File: config.mk
export PLATFORM = sky130hd
export DESIGN_NAME = snn_spike_tally
export DESIGN_NICKNAME = d
export VERILOG_FILES = /design/src/rtl/snn_tally_pkg.sv /design/src/rtl/snn_argmax_seq.sv /design/src/rtl/snn_spike_tally.sv
export SDC_FILE = /design/constraint.sdc
export NUM_CORES = 1
export LEC_CHECK = 0
export CAP_MARGIN = 30
export CORE_MARGIN = 2
export CORE_UTILIZATION = 45
export CTS_CLUSTER_SIZE = 8
export DETAILED_ROUTE_END_ITERATION = 6
export PLACE_DENSITY = 0.73
export REMOVE_ABC_BUFFERS = 1
export SKIP_LAST_GASP = 1
export SYNTH_ARGS = -nofsm -noshare
export SYNTH_HDL_FRONTEND = slang
export SYNTH_SLANG_ARGS = --single-unit
export TNS_END_PERCENT = 100
File: constraint.sdc
create_clock -name clk -period 42.8 [get_ports clk]
set_input_delay 8.56 -clock clk [delete_from_list [all_inputs] [get_ports clk]]
set_output_delay 8.56 -clock clk [all_outputs]
set_load 0.02 [all_outputs]
File: src/rtl/snn_tally_pkg.sv
// Shared constants for the spike tally block: host register map,
// CTRL bit positions and the run-control state encoding.
package snn_tally_pkg;

    localparam logic [7:0] REG_STATUS      = 8'h00;
    localparam logic [7:0] REG_CTRL        = 8'h04;
    localparam logic [7:0] REG_WINNER      = 8'h08;
    localparam logic [7:0] REG_RUNCNT      = 8'h0C;
    localparam logic [7:0] REG_RESULT_BASE = 8'h10;

    localparam int unsigned CTRL_START_BIT   = 32'd0;
    localparam int unsigned CTRL_IRQ_CLR_BIT = 32'd1;

    typedef enum logic [1:0] {
        ST_IDLE  = 2'd0,
        ST_COUNT = 2'd1,
        ST_SCAN  = 2'd2,
        ST_DONE  = 2'd3
    } tally_state_t;

endpackage

File: src/rtl/snn_argmax_seq.sv
// Sequential argmax over a flattened vector of class counts.
// One class is examined per enabled cycle; a strict greater-than compare
// keeps the lowest index on ties. done is high during the cycle that
// examines the last class, so best_* are final on the following cycle.
module snn_argmax_seq
    import snn_tally_pkg::*;
#(
    parameter int NUM_CLASSES = 10,
    parameter int CNT_W       = 16,
    parameter int IDX_W       = $clog2(NUM_CLASSES)
) (
    input  logic                         clk,
    input  logic                         rst,
    input  logic                         clear,
    input  logic                         en,
    input  logic [NUM_CLASSES*CNT_W-1:0] values,
    output logic [IDX_W-1:0]             best_idx,
    output logic [CNT_W-1:0]             best_val,
    output logic                         done
);

    logic [IDX_W-1:0] idx;
    logic [CNT_W-1:0] cur_val;
    logic             last;

    // Select the count currently under examination.
    always_comb begin
        cur_val = '0;
        for (int i = 0; i < NUM_CLASSES; i++) begin
            cur_val = (idx == IDX_W'(i)) ? values[i*CNT_W +: CNT_W] : cur_val;
        end
        last = (idx == IDX_W'(NUM_CLASSES - 1));
        done = en && last;
    end

    // Walk the classes, keeping the first maximum seen.
    always_ff @(posedge clk or posedge rst) begin
        if (rst) begin
            idx      <= '0;
            best_idx <= '0;
            best_val <= '0;
        end else if (clear) begin
            idx      <= '0;
            best_idx <= '0;
            best_val <= '0;
        end else if (en) begin
            if (cur_val > best_val) begin
                best_val <= cur_val;
                best_idx <= idx;
            end
            idx <= last ? '0 : idx + IDX_W'(1);
        end
    end

endmodule

File: src/rtl/snn_spike_tally.sv
// Output-layer spike tally: saturating per-class counters over one run,
// sequential argmax readout, a snapshot result bank and a host register
// interface with a sticky run-complete interrupt.
module snn_spike_tally
    import snn_tally_pkg::*;
#(
    parameter int NUM_CLASSES = 10,
    parameter int CNT_W       = 16,
    parameter int IDX_W       = $clog2(NUM_CLASSES),
    parameter int ADDR_W      = 8,
    parameter int DATA_W      = 32
) (
    input  logic                   clk,
    input  logic                   rst,
    input  logic                   start,
    input  logic [NUM_CLASSES-1:0] out_spikes,
    input  logic                   core_done,
    input  logic [ADDR_W-1:0]      host_addr,
    input  logic [DATA_W-1:0]      host_wdata,
    input  logic                   host_wr_en,
    input  logic                   host_rd_en,
    output logic [DATA_W-1:0]      host_rdata,
    output logic                   host_rvalid,
    output logic                   busy,
    output logic                   result_valid,
    output logic [IDX_W-1:0]       winner_idx,
    output logic                   irq
);

    tally_state_t state, state_next;

    logic [CNT_W-1:0]             cnt  [NUM_CLASSES];
    logic [CNT_W-1:0]             bank [NUM_CLASSES];
    logic [NUM_CLASSES*CNT_W-1:0] cnt_flat;
    logic [CNT_W-1:0]             winner_cnt;
    logic [31:0]                  run_count;

    logic ctrl_wr, soft_start, irq_clr, start_req;
    logic run_begin, scan_begin, scan_en, scan_done;
    logic [IDX_W-1:0]  scan_idx;
    logic [CNT_W-1:0]  scan_val;
    logic [DATA_W-1:0] rd_mux;
    logic              unused_wdata;

    // Host control decode and run-start / scan-start qualification.
    always_comb begin
        ctrl_wr    = host_wr_en && (host_addr == ADDR_W'(REG_CTRL));
        soft_start = ctrl_wr && host_wdata[CTRL_START_BIT];
        irq_clr    = ctrl_wr && host_wdata[CTRL_IRQ_CLR_BIT];
        start_req  = start || soft_start;
        run_begin  = (state == ST_IDLE) && start_req;
        scan_begin = (state == ST_COUNT) && core_done;
        scan_en    = (state == ST_SCAN);
        unused_wdata = &{1'b0, host_wdata};
    end

    // Run-control state register.
    always_ff @(posedge clk or posedge rst) begin
        if (rst) begin
            state <= ST_IDLE;
        end else begin
            state <= state_next;
        end
    end

    // Run-control next state; start beats a coincident core_done in IDLE.
    always_comb begin
        state_next = state;
        case (state)
            ST_IDLE:  if (start_req) state_next = ST_COUNT; else state_next = ST_IDLE;
            ST_COUNT: if (core_done) state_next = ST_SCAN;  else state_next = ST_COUNT;
            ST_SCAN:  if (scan_done) state_next = ST_DONE;  else state_next = ST_SCAN;
            ST_DONE:  state_next = ST_IDLE;
            default:  state_next = ST_IDLE;
        endcase
    end

    // Live saturating spike counters, cleared when a run begins.
    always_ff @(posedge clk or posedge rst) begin
        if (rst) begin
            for (int i = 0; i < NUM_CLASSES; i++) cnt[i] <= '0;
        end else if (run_begin) begin
            for (int i = 0; i < NUM_CLASSES; i++) cnt[i] <= '0;
        end else if (state == ST_COUNT) begin
            for (int i = 0; i < NUM_CLASSES; i++) begin
                if (out_spikes[i] && (cnt[i] != {CNT_W{1'b1}})) begin
                    cnt[i] <= cnt[i] + CNT_W'(1);
                end
            end
        end
    end

    // Flatten the live counters for the argmax datapath.
    always_comb begin
        cnt_flat = '0;
        for (int i = 0; i < NUM_CLASSES; i++) cnt_flat[i*CNT_W +: CNT_W] = cnt[i];
    end

    snn_argmax_seq #(
        .NUM_CLASSES (NUM_CLASSES),
        .CNT_W       (CNT_W),
        .IDX_W       (IDX_W)
    ) u_argmax (
        .clk      (clk),
        .rst      (rst),
        .clear    (scan_begin),
        .en       (scan_en),
        .values   (cnt_flat),
        .best_idx (scan_idx),
        .best_val (scan_val),
        .done     (scan_done)
    );

    // Result bank: only replaced when a run completes.
    always_ff @(posedge clk or posedge rst) begin
        if (rst) begin
            for (int i = 0; i < NUM_CLASSES; i++) bank[i] <= '0;
        end else if (state == ST_DONE) begin
            for (int i = 0; i < NUM_CLASSES; i++) bank[i] <= cnt[i];
        end
    end

    // Run status, winner, run counter and sticky irq (set beats clear).
    always_ff @(posedge clk or posedge rst) begin
        if (rst) begin
            busy         <= 1'b0;
            result_valid <= 1'b0;
            winner_idx   <= '0;
            winner_cnt   <= '0;
            run_count    <= 32'd0;
            irq          <= 1'b0;
        end else begin
            if (run_begin) begin
                busy         <= 1'b1;
                result_valid <= 1'b0;
            end else if (state == ST_DONE) begin
                busy         <= 1'b0;
                result_valid <= 1'b1;
                winner_idx   <= scan_idx;
                winner_cnt   <= scan_val;
                run_count    <= run_count + 32'd1;
            end
            if (state == ST_DONE) begin
                irq <= 1'b1;
            end else if (irq_clr) begin
                irq <= 1'b0;
            end
        end
    end

    // Host read decode; unmapped and write-only addresses return zero.
    always_comb begin
        rd_mux = '0;
        if (host_addr == ADDR_W'(REG_STATUS)) begin
            rd_mux = DATA_W'({irq, result_valid, busy});
        end else if (host_addr == ADDR_W'(REG_WINNER)) begin
            rd_mux[DATA_W-1 -: CNT_W] = winner_cnt;
            rd_mux[IDX_W-1:0]         = winner_idx;
        end else if (host_addr == ADDR_W'(REG_RUNCNT)) begin
            rd_mux = DATA_W'(run_count);
        end else begin
            for (int i = 0; i < NUM_CLASSES; i++) begin
                rd_mux = (host_addr == ADDR_W'(int'(REG_RESULT_BASE) + 4 * i))
                         ? DATA_W'(bank[i]) : rd_mux;
            end
        end
    end

    // One-cycle registered host read response.
    always_ff @(posedge clk or posedge rst) begin
        if (rst) begin
            host_rdata  <= '0;
            host_rvalid <= 1'b0;
        end else begin
            host_rvalid <= host_rd_en;
            if (host_rd_en) begin
                host_rdata <= rd_mux;
            end
        end
    end

endmodule

==> out/results.tsv <==
stage	metric	value	unit
timing	Slew @ Worst Pin	1.229	ns
clock_network	CTS root buf	clkbuf_16	
clock_network	CTS buffer count	60	
final_layout	# diodes	0	
timing	Final Skew	0.03295	ns
timing	Worst slew margin	0.1807	
critical_path	Critical R2R Launch	u_argmax.idx[0]	
timing	Hold Vio Cnt, Final	0	
logic_synthesis	number of enable flip-flop cells after synthesis	0	
placement	GP Congestion	1.031	
clock_network	CTS Sinks	434	
critical_path	Worst Setup EP	cnt[29]	
floorplan	Initial Util	0.4553	
critical_path	Worst setup EP type	register	
final_layout	fillers	4723	
logic_synthesis	Post-Syn Area	23930	µm²
run_status	failing checks	DRC	
critical_path	r2r setup slk	37.84	ns
clock_network	CTS tree	yes	
critical_path	crit start category	primary input	
logic_synthesis	Synth Register Bits	434	
critical_path	Worst setup startpoint	host_addr[1]	
placement	PortBufs	65	
final_layout	area delta synth->final	11.63	%
power	Power Density	50.78	nW/µm²
detailed_routing	Iteration-0 DRC Markers	2434	
global_route	grt total ovfl	0	
min_path	HP Class	reg2reg	
detailed_routing	routed vias	20850	
detailed_routing	Routed WL per cell	25.81	µm
logic_synthesis	asr flop ratio synth	1.000	
timing	fin. max-slew vios	0	
detailed_routing	wirelength, routed	80.43	mm
final_layout	# nets final	2505	
timing	Max Fclk	80.53	MHz
global_route	initial antenna violation count	1	
run_status	status	finished, violations left	
detailed_routing	met3 routed WL	6.791	mm
floorplan	Core Box Area	52550	µm²
clock_network	Clock Path Buffers	3	
detailed_routing	met1 WL	32.90	mm
floorplan	die width	234.6	µm
clock_network	Clock transition at path regs	0.05	ns
logic_synthesis	Mapped Avg Cell Area	9.793	µm²
final_layout	multi-input logic area	12120	µm²
global_route	first-pass GRT wire length	121.2	mm
logic_synthesis	Synth Warn #	0	
power	IR drop worst, VDD	34.26	µV
clock_network	post-cts repair resize count	0	
detailed_routing	post-route ant nets	0	
global_route	largest net degree at the start of global routing	187	
detailed_routing	Pre-Repair DR Iteration Count	7	
clock_network	CTS H-tree lvls	2	
global_route	Total Routing Usage GR	0.2904	
critical_path	Worst R2R Path Depth	12	
final_layout	register area	10860	µm²
timing	RSZ-0062 raised after global routing	false	
critical_path	critical path type	in2reg	
global_route	vias in the first global route	19830	
floorplan	Die Y	234.6	µm
floorplan	area of the die	55030	µm²
floorplan	I/O Pins	96	
timing	final setup vio count	0	
power	Pleak	11.23	nW
logic_synthesis	Syn Inst Count	2443	
placement	Post-Place Cell Area	25080	µm²
timing	Final Critical Period	12.42	ns
placement	Final HPWL DP	56.07	mm
clock_network	Clock Latency Late Sink	0.65	ns
detailed_routing	residual DRC count	1	
timing	Tcrit/Tclk final	0.2901	
timing	final setup TNS	0	ns
critical_path	critical-path maximum fanout	99	
logic_synthesis	Netlist cell types	76	
critical_path	R2R Path End	u_argmax.best_val[12]	
clock_network	setup repair bufs after CTS	0	
final_layout	fin area	26710	µm²
flow_run	max_cap viols	0	
detailed_routing	Via density	6.693	
detailed_routing	WL met2	36.75	mm
logic_synthesis	sequential share of the synthesized area	0.4539	
detailed_routing	Max Used Layer	met4	
logic_synthesis	ys flop type	dfrtp_1	
clock_network	hold bufs inserted after CTS	0	
critical_path	worst path arrival time	12.97	ns
final_layout	layout cells sized above 1	0.1359	
floorplan	Rows	84	
critical_path	Worst Path Required	43.35	ns
[final cells by class]
class,instances,share of cell area
clock inverter,3,0.003373
inverter,67,0.009697
tap,688,0.03223
multi-input combinational,1752,0.4539
sequential,434,0.4067
timing repair buffer,107,0.03649
clock buffer,65,0.05767
[placed cells by master, fill, tap and decap left out, types with 64 or more instances in the layout]
cell type	Yosys	routed
a21oi_1	152	151
dfrtp_1	434	433
o21ai_0	127	127
o31ai_1	70	69
inv_1	65	64
nand2_1	197	194
nand3_1	92	92
nor2_1	73	73
mux2_2	177	177
[synth_stat cells, types with 27 or more instances]
master | number | area [µm²]
a21oi_1 | 152 | 760.7
a22oi_1 | 31 | 232.7
a31oi_1 | 29 | 181.4
and3_1 | 34 | 212.7
buf_1 | 29 | 108.9
clkbuf_1 | 154 | 578.1
dfrtp_1 | 434 | 10860
ha_1 | 27 | 337.8
inv_1 | 65 | 244.0
mux2_2 | 177 | 1993
mux2i_1 | 58 | 580.6
nand2_1 | 197 | 739.5
nand2b_1 | 48 | 300.3
nand3_1 | 92 | 460.4
nand4_1 | 63 | 394.1
nor2_1 | 73 | 274.0
nor3_1 | 41 | 205.2
nor4_1 | 30 | 187.7
o211ai_1 | 27 | 202.7
o21ai_0 | 127 | 635.6
o22ai_1 | 38 | 237.7
o2bb2ai_1 | 29 | 254.0
o31ai_1 | 70 | 525.5
or4_1 | 63 | 473.0
xnor2_1 | 35 | 306.5
[sequential cells by signal (all words and copies together), names as in the netlist, 4 cells and up, named ones only]
signal	cells
bank	160
cnt	160
host_rdata	32
run_count	32
u_argmax.best_idx	4
u_argmax.best_val	16
u_argmax.idx	4
winner_cnt	16
winner_idx	4
[per-layer routing]
metal,global-route usage,up-vias
met5,0,-
met4,0.1384,0
met1,0.3932,10470
li1,-,9167
met3,0.05002,182
met2,0.4532,1031
[metrics by stage]
stage / cells / setup WS (ns) / hold slack [ns] / util / power, mW
2_1_floorplan: 2253 / 22.15 / 0.4422 / - / 0.7603
3_3_place_gp: 3042 / 30.09 / 0.4626 / 0.4762 / 0.9011
3_5_place_dp: 3048 / 30.03 / 0.4637 / 0.4772 / 0.9186
4_1_cts: 3116 / 30.63 / 0.4777 / 0.5082 / 1.350
5_1_grt: 3116 / 30.35 / 0.4996 / 0.5082 / 1.412
6_report: 3116 / 30.38 / 0.4789 / 0.5082 / 1.356
[cell families (layout without fill, tap and decap cells)]
family,count (synthesis),count (layout),share of synthesized area
adder cells (fa/ha/maj),27,27,0.01412
multiplexers,237,237,0.1095
flip-flops,434,434,0.4539
buffers and inverters,257,242,0.04147
AO/OA/AOI/OAI,658,658,0.1828
XOR/XNOR,47,47,0.01721
AND/OR/NAND/NOR,783,783,0.1810
[power by group]
| part | internal, mW | total [mW] | switching [mW] | leakage [nW] |
|---|---|---|---|---|
| combinational | 0.132 | 0.411 | 0.279 | 4.47 |
| clock | 0.251 | 0.432 | 0.181 | 0.792 |
| sequential | 0.460 | 0.513 | 0.0536 | 5.97 |
| total | 0.843 | 1.36 | 0.513 | 11.2 |
[worst max-delay path: stages]
cell and delay [ns]:
clkdlybuf4s50_1 0.81, or4b_1 1.00, o31ai_2 0.33, buf_4 0.32, nand2_4 0.35, buf_4 0.50
a2111oi_0 0.67, mux2i_1 0.25
[worst min path at each step]
stage | slack, ns | end | depth (start not counted) | startpoint
2_1_floorplan | 0.44 | bank[80] | 2 | bank[80]
3_3_place_gp | 0.46 | bank[52] | 2 | bank[52]
3_5_place_dp | 0.46 | run_count[31] | 1 | run_count[31]
4_1_cts | 0.48 | bank[80] | 2 | bank[80]
5_1_grt | 0.50 | host_rdata[22] | 1 | host_rdata[22]
6_report | 0.48 | bank[80] | 2 | bank[80]
Note: power is estimated with default switching activity, not from simulation.
